<file path="config.mk">
export PLATFORM = sky130hd
export DESIGN_NAME = symbol_splitter
export DESIGN_NICKNAME = d
export VERILOG_FILES = /design/src/rtl/symbol_splitter_pkg.sv /design/src/rtl/symbol_gray_map.sv /design/src/rtl/symbol_splitter.sv
export SDC_FILE = /design/constraint.sdc
export NUM_CORES = 1
export LEC_CHECK = 0
export BUFFER_PORTS_ARGS = -buffer_cell sky130_fd_sc_hd__buf_2
export CAP_MARGIN = 20
export CORE_MARGIN = 2
export CORE_UTILIZATION = 40
export CTS_BUF_LIST = sky130_fd_sc_hd__clkbuf_4 sky130_fd_sc_hd__clkbuf_8 sky130_fd_sc_hd__clkbuf_16
export CTS_CLUSTER_DIAMETER = 100
export DETAILED_ROUTE_END_ITERATION = 8
export PLACE_DENSITY_LB_ADDON = 0.05
export SYNTH_ARGS = -nofsm -noshare
export SYNTH_HDL_FRONTEND = slang
export SYNTH_SLANG_ARGS = --single-unit
</file>
<file path="constraint.sdc">
create_clock -name clk -period 1.7 [get_ports clk]
set_input_delay 0.255 -clock clk [delete_from_list [all_inputs] [get_ports clk]]
set_output_delay 0.255 -clock clk [all_outputs]
set_load 0.02 [all_outputs]
</file>
<file path="src/rtl/symbol_splitter_pkg.sv">
// Shared PSK definitions for the splitter and the modulator: default symbol width,
// legal-width check and the Gray encoder.
package symbol_splitter_pkg;

  localparam int PSK_BITS_PER_SYMBOL = 4;

  function automatic bit psk_bps_legal(input int bps);
    return (bps == 1) || (bps == 2) || (bps == 4) || (bps == 8);
  endfunction

  function automatic logic [7:0] psk_gray8(input logic [7:0] s);
    return s ^ (s >> 1);
  endfunction

endpackage

</file>
<file path="src/rtl/symbol_gray_map.sv">
// Combinational binary-to-Gray symbol map, only built with SYMBOL_SPLITTER_GRAY_EN
// (the default build needs no mapping and so carries no extra module).
`ifdef SYMBOL_SPLITTER_GRAY_EN
module symbol_gray_map #(
  parameter int W = 4
) (
  input  logic [W-1:0] bin,
  output logic [W-1:0] code
);

  assign code = bin ^ (bin >> 1);

endmodule
`endif

</file>
<file path="src/rtl/symbol_splitter.sv">
// Byte-to-symbol adapter feeding the PSK modulator, with a one-byte prefetch.
// Optional macro SYMBOL_SPLITTER_GRAY_EN: Gray-code each symbol before it reaches sample.
module symbol_splitter
  import symbol_splitter_pkg::*;
#(
  parameter int BITS_PER_SYMBOL = PSK_BITS_PER_SYMBOL
) (
  input  logic       clk,
  input  logic       rst,
  input  logic [7:0] in_data,
  input  logic       in_empty,
  output logic       in_read,
  output logic [7:0] sample,
  output logic       empty,
  input  logic       read,
  output logic       underrun
);

  localparam int         SYMBOLS_PER_BYTE = 8 / BITS_PER_SYMBOL;
  localparam logic [3:0] SPB              = 4'(SYMBOLS_PER_BYTE);

  if (!psk_bps_legal(BITS_PER_SYMBOL)) begin : g_bad_bps
    $error("symbol_splitter: BITS_PER_SYMBOL must be 1, 2, 4 or 8");
  end

  logic [7:0] sreg_r;
  logic [3:0] cnt_r;
  logic [7:0] nbuf_r;
  logic       nvalid_r;
  logic       pend_r;
  logic       in_read_r;
  logic [7:0] sample_r;
  logic       underrun_r;

  logic                       fetch_s;
  logic [BITS_PER_SYMBOL-1:0] top_s;
  logic [BITS_PER_SYMBOL-1:0] sym_s;
  logic [7:0]                 sample_next_s;

  assign fetch_s = !in_empty && !nvalid_r && !pend_r && !in_read_r;
  assign top_s   = sreg_r[7 -: BITS_PER_SYMBOL];

`ifdef SYMBOL_SPLITTER_GRAY_EN
  symbol_gray_map #(.W(BITS_PER_SYMBOL)) u_gray (
    .bin  (top_s),
    .code (sym_s)
  );
`else
  assign sym_s = top_s;
`endif

  // Zero-extend the sliced symbol into the 8-bit sample word
  always_comb begin
    sample_next_s = 8'h00;
    sample_next_s[BITS_PER_SYMBOL-1:0] = sym_s;
  end

  // Upstream pop: one strobe per byte, never while a byte is buffered or in flight
  always_ff @(posedge clk or negedge rst) begin
    if (!rst) begin
      in_read_r <= 1'b0;
      pend_r    <= 1'b0;
    end else begin
      in_read_r <= fetch_s;
      pend_r    <= fetch_s;
    end
  end

  // Capture, load, slice and underrun; pend and nvalid are never both set
  always_ff @(posedge clk or negedge rst) begin
    if (!rst) begin
      sreg_r     <= 8'h00;
      cnt_r      <= 4'd0;
      nbuf_r     <= 8'h00;
      nvalid_r   <= 1'b0;
      sample_r   <= 8'h00;
      underrun_r <= 1'b0;
    end else begin
      underrun_r <= read && (cnt_r == 4'd0);
      if (pend_r) begin
        nbuf_r   <= in_data;
        nvalid_r <= 1'b1;
      end
      if (read && (cnt_r != 4'd0)) begin
        sample_r <= sample_next_s;
        // Last symbol leaving while a byte waits: reload in the same cycle
        if ((cnt_r == 4'd1) && nvalid_r) begin
          sreg_r   <= nbuf_r;
          cnt_r    <= SPB;
          nvalid_r <= 1'b0;
        end else begin
          sreg_r <= sreg_r << BITS_PER_SYMBOL;
          cnt_r  <= cnt_r - 4'd1;
        end
      end else if ((cnt_r == 4'd0) && nvalid_r) begin
        sreg_r   <= nbuf_r;
        cnt_r    <= SPB;
        nvalid_r <= 1'b0;
      end
    end
  end

  assign in_read  = in_read_r;
  assign sample   = sample_r;
  assign empty    = (cnt_r == 4'd0);
  assign underrun = underrun_r;

endmodule

</file>
Yosys cells after proc, flatten, opt, wreduce, memory -nomap -nowiden
Cells that the tools add are included.
- add/sub/neg operators: 1
- equal/unequal tests: 1
- multiplexer cells: 10
- reductions and logical operators: 13
- operators by type and width (cell ; number):
    $mux 8 ; 3
    $mux 4 ; 3
    $logic_and 1x1->1 ; 7
    $eq 4x1->1 const B ; 1
    $logic_not 4->1 ; 1
    $mux 1 ; 4
    $reduce_bool 4->1 ; 1
    $sub 4x1->4 const B ; 1
    $logic_not 1->1 ; 3
    $reduce_bool 2->1 ; 1
- register bits: 27
- input port bits: 12
- output and inout bits: 11

Depth between registers and ports, before layout
- word-level depth: 4
- gate-level depth with buffers: 6

Least setup slack after synthesis
Ideal clock, no wire load.
- path type: register -> register
- start: register cnt_r[0]
- end: register cnt_r[1]
- library setup time: 0.148 ns
- data arrival time: 1.610 ns
- required time: 1.552 ns
- path slack: -0.058 ns
- stages on the path, launching flop included: 6
- buffers on the path: 0
- period minus slack after synthesis: 1.758 ns
- path through: dfrtp_1 inv_1 ha_1 nor3b_4 mux2i_2 a22oi_1
- RTL lines (what ; line ; RTL):
    start: declaration ; symbol_splitter.sv:27 ; logic [3:0] cnt_r;
    start signal: assignment ; symbol_splitter.sv:93 ; cnt_r <= cnt_r - 4'd1;
    $logic_not 4->1 ; - ;
    via empty ; symbol_splitter.sv:14 ; output logic empty,
    $logic_and 1x1->1 ; symbol_splitter.sv:95 ; end else if ((cnt_r == 4'd0) && nvalid_r) begin
    $reduce_bool 2->1 (no source line) ; - ;
The timed path passes the listed nets, and every way through them passes these cells.
A chain may end at the register's enable or synchronous reset.

Worst setup path after layout
- start: register cnt_r[0]
- end: register sample_r[3], in the netlist sample[3]
- cells in the longest elaborated chain, start to end: 2
- RTL lines (what ; line ; RTL):
    $reduce_bool 4->1 ; symbol_splitter.sv:84 ; if (read && (cnt_r != 4'd0)) begin
    $logic_and 1x1->1 ; symbol_splitter.sv:84 ;
    end signal: assignment ; symbol_splitter.sv:85 ; sample_r <= sample_next_s;
    end: declaration ; symbol_splitter.sv:32 ; logic [7:0] sample_r;
No other way between the ends.

==> impl_metrics.tcl <==
set metrics [dict create \
    status "completed" \
    vias 785 \
    ys_types 25 \
    grt_pass1_wl_um 3470 \
    dr.pass1.iters 4 \
    drt_iter0_drc 39 \
    htreeDepth 1 \
    route.antenna.remaining_nets 0 \
    period_share_pct 96.6 \
    start_util_pct 42.1 \
    period_needed_ns 1.64 \
    numPortBuffers 18 \
    pwr_density_cell_nw_per_um2 1690 \
    clk_latency_ns 0.32 \
    grt.overflow.total 0 \
    p_comb_share_pct 40.7 \
    seq_power_share_pct 47.7 \
    worstMarginPinSlew_ns 0.594 \
    grt_max_degree 28 \
    max_freq_ghz 0.609 \
    rsz0062_at_grt "yes" \
    fin_skew_ns 0.00584 \
    grt_antenna_before_repair 0 \
    clock_sinks 27 \
    setup_viol 0 \
    dp_hpwl_um 1450 \
    cp-end-kind "flip-flop" \
    drive_gt1_share_pct 44.4 \
    cp_cell_sequence "inv_2 -> ha_4 -> nor3b_4 -> buf_6 -> nand2b_4 -> mux2_2" \
    synth_top_area_cell "dfrtp_1" \
    fp-row-count 19 \
    setup_tns_ns 0 \
    critPathMaxFanout 4 \
    hold_path.class "in2reg" \
    fin_cells 148 \
    antenna_cells 0 \
    pwr-share-clk_pct 11.6 \
    finalWirelength_um 2170 \
    hold_viol_final 0 \
    io_pins 23 \
    fp.dieH_um 57.9 \
    dieArea_um2 3350 \
    n_fill_cell 240 \
    cts-root-buf "clkbuf_4" \
    netlist_area_um2 1160 \
    nets 133 \
    synthFlopType "dfrtp_1" \
    setup.worst_path.class "reg2reg" \
    final_common_cell "dfrtp_1" \
    cp-start-kind "flip-flop" \
    avgSynthCellArea_um2 13.2 \
    leakage_nw 0.693 \
    slew_violations 0 \
    yosys_warnings 0 \
    wl_per_cell_um 14.7 \
    cts_tree "built" \
    ys_ff_latch 27 \
    synth_seq_area_share_pct 58.2 \
    yosys-top-cells-area "dfrtp_1, mux2_2, a22o_1" \
    clk_pin_slew_worst_paths_ns 0.15 \
    synth_top_area_share_pct 58.2 \
    swShare_pct 35.1 \
    cts_buffer_depth 2 \
    die_width_um 57.9 \
    async_flop_share_pct 100 \
    p_total_w 0.00241 \
    coreArea_um2 2760 \
    via_per_inst 5.30 \
    maxSlewHeadroom_pct 60.4 \
    final_util_pct 51.7 \
    p_int_w 0.00156 \
    synth_cells 88 \
    p_sw_w 0.000846 \
    drv_cap 0 \
    synth_edf_count 0 \
    placedCellCount 136 \
    syn_to_final_growth_pct 22.8 \
    cp_slowest_cell "dfrtp_1" \
    cts_made_buffers 3 \
    reg2reg_depth 6 \
    post-route-drc-count 0 \
    ir_worst_vdd_mv 0.816 \
    slowest_delay_ns 0.44 \
    layout_common_cells "dfrtp_1, buf_2, mux2_2" \
    grt_pass1_vias 729 \
    cp.required_ns 1.93 \
    place_congestion 0.716 \
    critical_path_arrival_ns 1.87 \
    hold_depth 2 \
    grtUsageTotal_pct 13.6 \
]
==> critical path: cells and delay by family (launching register included) <==
family / cells / cell delay (ns)
multiplexers: 1 / 0.33
AND/OR/NAND/NOR: 2 / 0.38
buffers and inverters: 2 / 0.27
adder cells (fa/ha/maj): 1 / 0.14
flip-flops: 1 / 0.44
==> worst paths after layout <==
kind,startpoint,end,slack [ns]
setup reg to reg,cnt_r[0],sample[3],0.06
min in group asynchronous,rst,nbuf_r[5],0.45
hold / removal,in_empty,in_read,0.07
max in group asynchronous,rst,cnt_r[2],0.86
setup / recovery,cnt_r[0],sample[3],0.06
hold reg to reg,sample[1],sample[1],0.52
==> per-layer routing <==
| layer | vias to the layer above | part of all wire [%] | track usage [%] |
|---|---|---|---|
| li1 | 371 | - | - |
| met1 | 390 | 46 | 18.3 |
| met2 | 22 | 49 | 22.9 |
| met3 | 2 | 4.1 | 2.01 |
| met4 | 0 | 0.74 | 3.99 |
| met5 | - | 0 | 0 |
==> flip-flops by register name, indices dropped and copies added (netlist names) <==
signal,cells
sreg_r,8
nvalid_r,1
in_read,1
underrun,1
nbuf_r,8
sample,4
cnt_r,4
==> cell type report <==
type                       instances  area (um^2)  area share [%]
sequential                        27          676            47.4
multi-input combinational         55          493            34.6
timing repair buffer              28          178            12.5
tap                               31         38.8            2.72
clock buffer                       3         22.5            1.58
inverter                           3         11.3           0.789
clock inverter                     1         7.51           0.526
==> kinds of logic after synthesis <==
| logic type | Yosys count | synth area share, % |
|---|---|---|
| buffers and inverters | 10 | 4.74 |
| multiplexers | 14 | 13.8 |
| AND/OR/NAND/NOR | 14 | 7.22 |
| AO/OA/AOI/OAI | 19 | 12.5 |
| flip-flops | 27 | 58.2 |
| other | 1 | 0.323 |
| adder cells (fa/ha/maj) | 3 | 3.23 |
==> Yosys cell counts (2+ instances only) <==
cell type  count
a221o_1        4
inv_1          3
ha_1           3
nand2_1        4
buf_4          4
a21oi_1        6
a22o_1         5
dfrtp_1       27
buf_2          2
mux2_2        13
nor2_1         3
==> stage by stage <==
| step | instance area (um^2) | setup slack (ns) | hold slack [ns] |
|---|---|---|---|
| final | 1430 | 0.0577 | 0.0685 |
| after floorplan | 1200 | 0.0163 | -0.0406 |
| after CTS | 1360 | 0.0130 | 0.0463 |
| after global placement | 1310 | 0.0831 | 0.300 |
| after detailed placement | 1310 | 0.0387 | 0.301 |
| after global routing | 1430 | -0.00899 | 0.0557 |
==> power groups by stage <==
stage	registers [W]	clock network (W)	logic [W]
6_report	0.00115	0.000278	0.000980
5_1_grt	0.00119	0.000317	0.00108
4_1_cts	0.00114	0.000299	0.000860
3_5_place_dp	0.00116	0	0.000842
3_3_place_gp	0.00115	0	0.000825
2_1_floorplan	0.00113	0	0.000602
==> repair_timing <==
action | 4_1_cts | 5_1_grt
buffers inserted | 1 | 5
gates resized for setup | 1 | 3
setup endpoints to repair | 1 | 11
pin swaps | 0 | 1
cloned | 0 | 1
hold endpoints to repair | 27 | 0
hold buffers | 1 | 0
Note: power is estimated with default switching activity, not from simulation.
